**src/rtl/input_focus_ctrl.sv**
```systemverilog
// input_focus_ctrl: turns debounced push-button levels into single-cycle
// cursor/char command pulses with typematic auto-repeat, owns the one-hot
// focus enable across NUM_BOXES input boxes, and emits a tagged submit strobe.
module input_focus_ctrl #(
    parameter int unsigned NUM_BOXES    = 2,
    parameter int unsigned REPEAT_DELAY = 12_500_000,
    parameter int unsigned REPEAT_RATE  = 2_500_000,
    parameter int unsigned CNT_W        = 24
) (
    input  logic                 clk,
    input  logic                 rst,
    input  logic                 btn_left,
    input  logic                 btn_right,
    input  logic                 btn_up,
    input  logic                 btn_down,
    input  logic                 btn_next,
    input  logic                 btn_submit,
    output logic                 cursor_left,
    output logic                 cursor_right,
    output logic                 char_up,
    output logic                 char_dn,
    output logic [NUM_BOXES-1:0] en,
    output logic [2:0]           focus_idx,
    output logic                 submit_valid,
    output logic [2:0]           submit_idx
);

    localparam logic [2:0]       LAST_IDX   = 3'(NUM_BOXES - 1);
    localparam logic [CNT_W-1:0] DELAY_LOAD = CNT_W'(REPEAT_DELAY - 1);
    localparam logic [CNT_W-1:0] RATE_LOAD  = CNT_W'(REPEAT_RATE - 1);

    typedef enum logic [1:0] {
        ST_IDLE   = 2'd0,
        ST_DELAY  = 2'd1,
        ST_REPEAT = 2'd2
    } state_t;

    typedef enum logic [1:0] {
        DIR_LEFT  = 2'd0,
        DIR_RIGHT = 2'd1,
        DIR_UP    = 2'd2,
        DIR_DOWN  = 2'd3
    } dir_t;

    state_t           state;
    dir_t             winner;
    dir_t             win_sel;
    logic [CNT_W-1:0] cnt;
    logic [3:0]       cmd;      // {char_up, char_dn, cursor_right, cursor_left}

    // History of each button level; armed is low for the first clock after
    // reset so a button held through reset release never looks like an edge.
    logic hist_left, hist_right, hist_up, hist_down, hist_next, hist_submit;
    logic armed;

    logic edge_left, edge_right, edge_up, edge_down, edge_next, edge_submit;
    logic any_dir_edge;
    logic held;
    logic [2:0] focus_nxt;

    // One-hot command vector for a direction.
    function automatic logic [3:0] dir_onehot(input dir_t d);
        logic [3:0] v;
        v = 4'b0000;
        case (d)
            DIR_UP:    v = 4'b1000;
            DIR_DOWN:  v = 4'b0100;
            DIR_RIGHT: v = 4'b0010;
            DIR_LEFT:  v = 4'b0001;
            default:   v = 4'b0000;
        endcase
        return v;
    endfunction

    // Rising edges, priority winner, held level of the latched winner, next focus.
    always_comb begin
        edge_left    = armed & btn_left   & ~hist_left;
        edge_right   = armed & btn_right  & ~hist_right;
        edge_up      = armed & btn_up     & ~hist_up;
        edge_down    = armed & btn_down   & ~hist_down;
        edge_next    = armed & btn_next   & ~hist_next;
        edge_submit  = armed & btn_submit & ~hist_submit;
        any_dir_edge = edge_left | edge_right | edge_up | edge_down;

        win_sel = DIR_LEFT;
        if (edge_up)         win_sel = DIR_UP;
        else if (edge_down)  win_sel = DIR_DOWN;
        else if (edge_right) win_sel = DIR_RIGHT;

        held = 1'b0;
        case (winner)
            DIR_UP:    held = btn_up;
            DIR_DOWN:  held = btn_down;
            DIR_RIGHT: held = btn_right;
            DIR_LEFT:  held = btn_left;
            default:   held = 1'b0;
        endcase

        focus_nxt = (focus_idx == LAST_IDX) ? 3'd0 : focus_idx + 3'd1;
    end

    // Edge history, direction FSM with repeat counter, focus and submit registers.
    always_ff @(posedge clk or negedge rst) begin
        if (!rst) begin
            hist_left    <= 1'b0;
            hist_right   <= 1'b0;
            hist_up      <= 1'b0;
            hist_down    <= 1'b0;
            hist_next    <= 1'b0;
            hist_submit  <= 1'b0;
            armed        <= 1'b0;
            state        <= ST_IDLE;
            winner       <= DIR_LEFT;
            cnt          <= '0;
            cmd          <= 4'b0000;
            en           <= NUM_BOXES'(1);
            focus_idx    <= 3'd0;
            submit_valid <= 1'b0;
            submit_idx   <= 3'd0;
        end else begin
            hist_left    <= btn_left;
            hist_right   <= btn_right;
            hist_up      <= btn_up;
            hist_down    <= btn_down;
            hist_next    <= btn_next;
            hist_submit  <= btn_submit;
            armed        <= 1'b1;
            cmd          <= 4'b0000;
            submit_valid <= edge_submit;
            if (edge_submit) begin
                submit_idx <= focus_idx;
            end

            if (edge_next) begin
                // Focus change aborts any repeat so no command reaches two boxes.
                focus_idx <= focus_nxt;
                en        <= NUM_BOXES'(1) << focus_nxt;
                state     <= ST_IDLE;
                cnt       <= '0;
            end else begin
                case (state)
                    ST_IDLE: begin
                        if (any_dir_edge) begin
                            winner <= win_sel;
                            cmd    <= dir_onehot(win_sel);
                            cnt    <= DELAY_LOAD;
                            state  <= ST_DELAY;
                        end
                    end
                    ST_DELAY: begin
                        if (!held) begin
                            state <= ST_IDLE;
                        end else if (cnt == '0) begin
                            cmd   <= dir_onehot(winner);
                            cnt   <= RATE_LOAD;
                            state <= ST_REPEAT;
                        end else begin
                            cnt <= cnt - CNT_W'(1);
                        end
                    end
                    ST_REPEAT: begin
                        if (!held) begin
                            state <= ST_IDLE;
                        end else if (cnt == '0) begin
                            cmd <= dir_onehot(winner);
                            cnt <= RATE_LOAD;
                        end else begin
                            cnt <= cnt - CNT_W'(1);
                        end
                    end
                    default: state <= ST_IDLE;
                endcase
            end
        end
    end

    assign char_up      = cmd[3];
    assign char_dn      = cmd[2];
    assign cursor_right = cmd[1];
    assign cursor_left  = cmd[0];

endmodule

```
**config.mk**
```make
export PLATFORM = sky130hd
export DESIGN_NAME = input_focus_ctrl
export DESIGN_NICKNAME = d
export VERILOG_FILES = /design/src/rtl/input_focus_ctrl.sv
export SDC_FILE = /design/constraint.sdc
export NUM_CORES = 1
export LEC_CHECK = 0
export CAP_MARGIN = 20
export CORE_MARGIN = 1.5
export CORE_UTILIZATION = 45
export DETAILED_ROUTE_END_ITERATION = 16
export GPL_TIMING_DRIVEN = 1
export RECOVER_POWER = 100
export REMOVE_ABC_BUFFERS = 1
export SLEW_MARGIN = 10
export SYNTH_ARGS = -nofsm -noshare
export SYNTH_HDL_FRONTEND = slang
export SYNTH_SLANG_ARGS = --single-unit
```
**constraint.sdc**
```tcl
create_clock -name clk -period 3 [get_ports clk]
set_clock_uncertainty 0.05 [all_clocks]
set_input_delay 0.6 -clock clk [delete_from_list [all_inputs] [get_ports clk]]
set_output_delay 0.6 -clock clk [all_outputs]
set_load 0.02 [all_outputs]
```
* After elaboration in Yosys (flattened, before gate mapping)
Index checks and enable logic that the tools add are counted.
Operators by class: $add $sub $neg 2, multiply operators 0, divide/modulo/power cells 0, magnitude comparators 0, equality and inequality tests 13, shift-type cells 1, mux-type cells 23, bitwise gates (word level) 22, reductions and logical operators 9
Operator list (count):
- $mux W24 | 4
- $pmux W24 S2 | 1
- $pmux W4 S4 | 2
- $logic_not A24 Y1 | 1
- $sub A24 B1 Y24 const B | 1
- $mux W4 | 4
- $mux W2 | 7
- $and A1 B1 Y1 | 12
- $eq A2 B2 Y1 const B | 5
- $reduce_and A3 Y1 | 3
- $pmux W4 S2 | 1
- $not A1 Y1 | 7
- $eq A2 B1 Y1 const B | 3
- $logic_not A2 Y1 | 3
- $ne A3 B3 Y1 const B | 2
- $pmux W2 S3 | 1
- $ne A4 B4 Y1 const B | 1
- $pmux W1 S4 | 1
- $add A3 B1 Y3 const B | 1
- $eq A3 B1 Y1 const B | 1
- $mux W3 | 1
- $ne A3 B1 Y1 const B | 1
- $or A1 B1 Y1 | 3
- $reduce_bool A3 Y1 | 1
- 3 further kinds | 3
Word-level totals: bits in registers 48, latch bits 0, memory bits (writable) 0, memory bits (read-only) 0, input port bits 8, output and inout port bits 13, logic and storage cells 85, memories 0

* Logic depth before layout (Yosys ltp)
depth after elaboration 10, mapped depth 8, gate-level depth less buffers 7

* Least setup slack after synthesis
OpenSTA, ideal clock, no wires.
kind register to register, start register cnt[0], end register cnt[9], setup time 0.118 ns, arrival 2.175 ns, required time 2.832 ns, slack 0.657 ns, cell stages (with the launch flop) 9, buffers on the path 1, clock period less this slack 2.343 ns, cells stage by stage dfrtp_1 > inv_1 > ha_1 > or3b_1 > or3_1 > buf_2 > or3_4 > a41o_1 > a21o_1
On the way: longest elaborated chain between the ends 5, elaborated cells on any way between the ends 6, classes of those cells add/sub: 1; mux: 4; reduce/logical: 1
Ends and longest elaborated chain:
- start, declared | line 48 | logic [CNT_W-1:0] cnt;
- start signal, assigned | line 158 | cnt <= cnt - CNT_W'(1);
- start signal, assigned | line 168 | cnt <= cnt - CNT_W'(1);
- $sub A24 B1 Y24 or $logic_not A24 Y1 (tied branches)
- $mux W24 * | line 153, 164
- $mux W24 * | line 151 | if (!held) begin
- $pmux W24 S2 * | line 141 | case (state)
- $mux W24 * | line 134 | if (edge_next) begin
Mark *: on every way between the ends. The rest lies on a longest branch, timed or not. The select of a mux whose other input is x is not followed. A chain may end at the register's enable or synchronous reset.

* Final worst setup path
start input port btn_up, end register cnt[7]
On the way: longest elaborated chain between the ends 6, elaborated cells on any way between the ends 8, classes of those cells eq/ne: 2; mux: 1; bitwise: 4; reduce/logical: 1
Ends and longest elaborated chain:
- start, declared | line 14 | input logic btn_up,
- $and A1 B1 Y1 (2 in a row) | line 79 | edge_up = armed & btn_up & ~hist_up;
- $or A1 B1 Y1 (2 in a row) | line 83 | any_dir_edge = edge_left | edge_right | edge_up | edge_down;
- $ne A3 B3 Y1 (no line)
- $reduce_and A3 Y1 (no line) *
Mark *: on every way between the ends. The rest lies on a longest branch, timed or not.

==> reports/metrics.sh <==
POWERDENSITY_nW_PER_UM2=756
UTILIZATION_PCT=54.5
DIE_Y_UM=79.0
POST-SYNTH-TOP-COUNT-CELL='sky130_fd_sc_hd__dfrtp_1'
SYNTH_XOR_XNOR_AREA_SHARE_PCT=0.674
FLOORPLAN.INITIALDENSITY_PCT=46.9
HOLDWS_NS=0.405
ANTENNA_VIOLATIONS_BEFORE_REPAIR=0
GRT_START_MAX_NET_PINS=49
PORT_BUFFERS=20
SYN_INST=275
CLOCK-SINKS=48
SYNTHDOMINANTCELLAREASHARE_PCT=45.2
FINAL_PERIOD_DEMAND_OF_THE_WORST_PATH_NS=2.75
YS_SEQ_ELEMENTS=48
HOLD_PATH_CLASS='reg -> reg'
CP-START-KIND='input port'
P_TOTAL_W=0.00228
DETAIL_ROUTE.WIRELENGTH_MM=6.22
TIMING.FINAL.HOLD_VIOLATIONS=0
GRT_PASS1_VIAS=2176
CTS.REPAIR.RESIZED=0
PLACEDCELLCOUNT=370
SHARE_OF_THE_SYNTHESIZED_AREA_IN_COMPOUND_GATES_AO_OA_AOI_OAI_PCT=22.9
POST_ROUTE_CELLS_DRIVE_ABOVE_1_SHARE_PCT=7.84
GRT-OVFL-TOTAL=0
SYNTH_AREA_LEADERS='sky130_fd_sc_hd__dfrtp_1, sky130_fd_sc_hd__o21ai_0, sky130_fd_sc_hd__nand2_1'
NUM_VIAS=2236
GR-USAGE-ALL-LAYERS_PCT=21.7
INSERTEDDIODECOUNT=0
DP_HPWL_MM=4.39
TIMING_MAX_TRANSITION_VIOLATIONS_FINAL=0
SYN-MEAN-INSTANCE-AREA_UM2=9.45
WIRE_PER_INST_UM=16.5
END_KIND='flip-flop'
DR.FIRST_ITER.DRC_COUNT=166
GRT_FIRST_PASS_WIRELENGTH_MM=10.6
SETUP_VIOLATIONS=0
VIAS_PER_CELL=5.92
SETUP_CP_TYPE='in -> reg'
POSTROUTEANTENNANETS=0
DOMINANT_COMBINATIONAL_CELL_FAMILY_BY_AREA_AFTER_SYNTHESIS='compound AO/OA/AOI/OAI gates'
TOTALNEGATIVESETUPSLACK_NS=0
DRC_ERRORS=0
SYNTHTOPCELLSBYCOUNT='sky130_fd_sc_hd__dfrtp_1, sky130_fd_sc_hd__o21ai_0, sky130_fd_sc_hd__nand2_1'
INSERTION_DELAY_NS=0.31
SYNTH_TOP_FLOP_CELL='sky130_fd_sc_hd__dfrtp_1'
STATUS='finished, final reports clean'
FIN_NETS=318
DIE_X_UM=79.0
MAX_CAP_VIOLATIONS=0
YS_SEQ_AREA_SHARE_PCT=46.2
CTS-ROOT-BUF='sky130_fd_sc_hd__clkbuf_8'
TIMING.CRITICAL_PATH.ARRIVAL_NS=2.89
AREA_GROWTH_SYN_TO_LAYOUT_PCT=16.2
GP_ROUTABILITY_CONGESTION=0.863
TRITONCTS_CLOCK_TREE='done'
FINAL_MIN_PERIOD_OVER_CLOCK_PERIOD_PCT=91.6
TOP_LEVEL_PORTS=21
EDFF_COUNT_SYNTH=0
LAYOUTNONFILLERINSTCOUNT=378
YOSYS.AREA_SHARE.SIMPLE_PCT=21.3
POST_SYNTH_NUM_CELL_TYPES=55
CRITPATHMAXFANOUT=19
P_LEAK_nW=1.27
SYNTH_TOP_CELL_BY_AREA='sky130_fd_sc_hd__dfrtp_1'
POSTCTSSETUPREPAIRBUFS=0
CORE-AREA_UM2=5540
WORST_IR_DROP_VDD_uV=375
GRT_SETUP_UNREPAIRED='no'
ROWS=27
YOSYS_WARNINGS=0
FP.DIEAREA_UM2=6240
CTS.REPORTEDPATHS.CLKPINSLEW_NS=0.09
SLEW_HEADROOM_PCT=22.3
YOSYS-MUX-AREA-FRACTION_PCT=2.89
CRITPATHREQUIREDTIME_NS=3.15
INITIAL_DRT_PASS_ITERATIONS=4
SYNTH_FA_HA_AREA_SHARE_PCT=2.41
HTREE_NUM_LEVELS=2
HOLD_BUFS_INSERTED_AFTER_CTS=0
SYN_AREA_UM2=2600
TIGHTESTPINTRANSITION_NS=1.17
YS_ASYNC_SR_FRACTION_PCT=100
CTS_INSERTED_BUFFERS=5
CLOCK_PATH_BUFFERS=2
FMAX_MHz=364
==> layout by cell type (no fill, tap or decap), types with 6 or more instances in the layout <==
master                          synthesis  final
sky130_fd_sc_hd__nor2_1                17     17
sky130_fd_sc_hd__inv_1                 14     14
sky130_fd_sc_hd__nand2_1               21     21
sky130_fd_sc_hd__a21oi_1                9      9
sky130_fd_sc_hd__dlygate4sd3_1          0     19
sky130_fd_sc_hd__o41ai_1                5      6
sky130_fd_sc_hd__clkbuf_8               0      6
sky130_fd_sc_hd__dfrtp_1               47     47
sky130_fd_sc_hd__o21ai_0               32     33
sky130_fd_sc_hd__nor4_1                10     10
sky130_fd_sc_hd__nor3_1                15     15
==> cell families after synthesis <==
family / Yosys count
AOI/OAI and AO/OA: 87
xor gates and xnor gates: 2
adders and majority gates: 5
buffers and inverters: 23
DFF: 48
muxes: 7
other: 1
and+or+nand+nor: 102
==> cell type report <==
class	instances	area (um2)
Timing Repair Buffer	32	262
Multi-Input combinational cell	204	1290
Inverter	14	52.6
Fill cell	532	2520
Clock buffer	6	82.6
Clock inverter	2	38.8
Sequential cell	48	1200
Tap cell	72	90.1
==> critical path, cell delays in order <==
cell                            delay, ns
sky130_fd_sc_hd__dlygate4sd3_1       0.59
sky130_fd_sc_hd__nor2b_1             0.18
sky130_fd_sc_hd__o41ai_1             0.51
sky130_fd_sc_hd__clkbuf_1            0.29
sky130_fd_sc_hd__a32oi_2             0.07
sky130_fd_sc_hd__clkbuf_2            0.30
sky130_fd_sc_hd__o21a_1              0.19
sky130_fd_sc_hd__o22a_1              0.17
==> final timing paths <==
| path | endpoint | depth (start not counted) | from | slack, ns |
|---|---|---|---|---|
| setup reg to reg | cnt[17] | 8 | state[1] | 0.27 |
| setup / recovery | cnt[7] | 8 | btn_up | 0.25 |
| max in group asynchronous | hist_up | 2 | rst | 1.65 |
| hold / removal | en[0] | 2 | en[0] | 0.40 |
| min in group asynchronous | cnt[11] | 2 | rst | 0.55 |
| hold reg to reg | en[0] | 2 | en[0] | 0.40 |
==> per-layer routing <==
| layer | up-vias | part of all wire [%] | track usage [%] |
|---|---|---|---|
| li1 | 1094 | - | - |
| met1 | 1095 | 51 | 30.6 |
| met2 | 38 | 45 | 33.7 |
| met3 | 9 | 2.8 | 3.79 |
| met4 | 0 | 1.7 | 7.37 |
| met5 | - | 0 | 0 |
==> power breakdown <==
group / internal (W) / switching, W
Combinational: 0.000339 / 0.000475
Sequential: 0.000799 / 0.000173
Clock: 0.000273 / 0.000224
==> sequential cells by signal, indices dropped and copies added, names as in the netlist, 2 cells and up <==
| register | flops |
|---|---|
| en | 2 |
| cnt | 24 |
| state | 2 |
| cmd | 4 |
| focus_idx | 3 |
| submit_idx | 3 |
| winner | 2 |
==> metrics by stage <==
stage / worst slack [ns] / instance area [um2]
final: 0.253 / 3020
after global routing: 0.114 / 3020
after CTS: 0.316 / 3060
after detailed placement: 0.184 / 2940
after global placement: 0.194 / 2940
after floorplan: 0.452 / 2560
(Power assumes the default switching activity.)
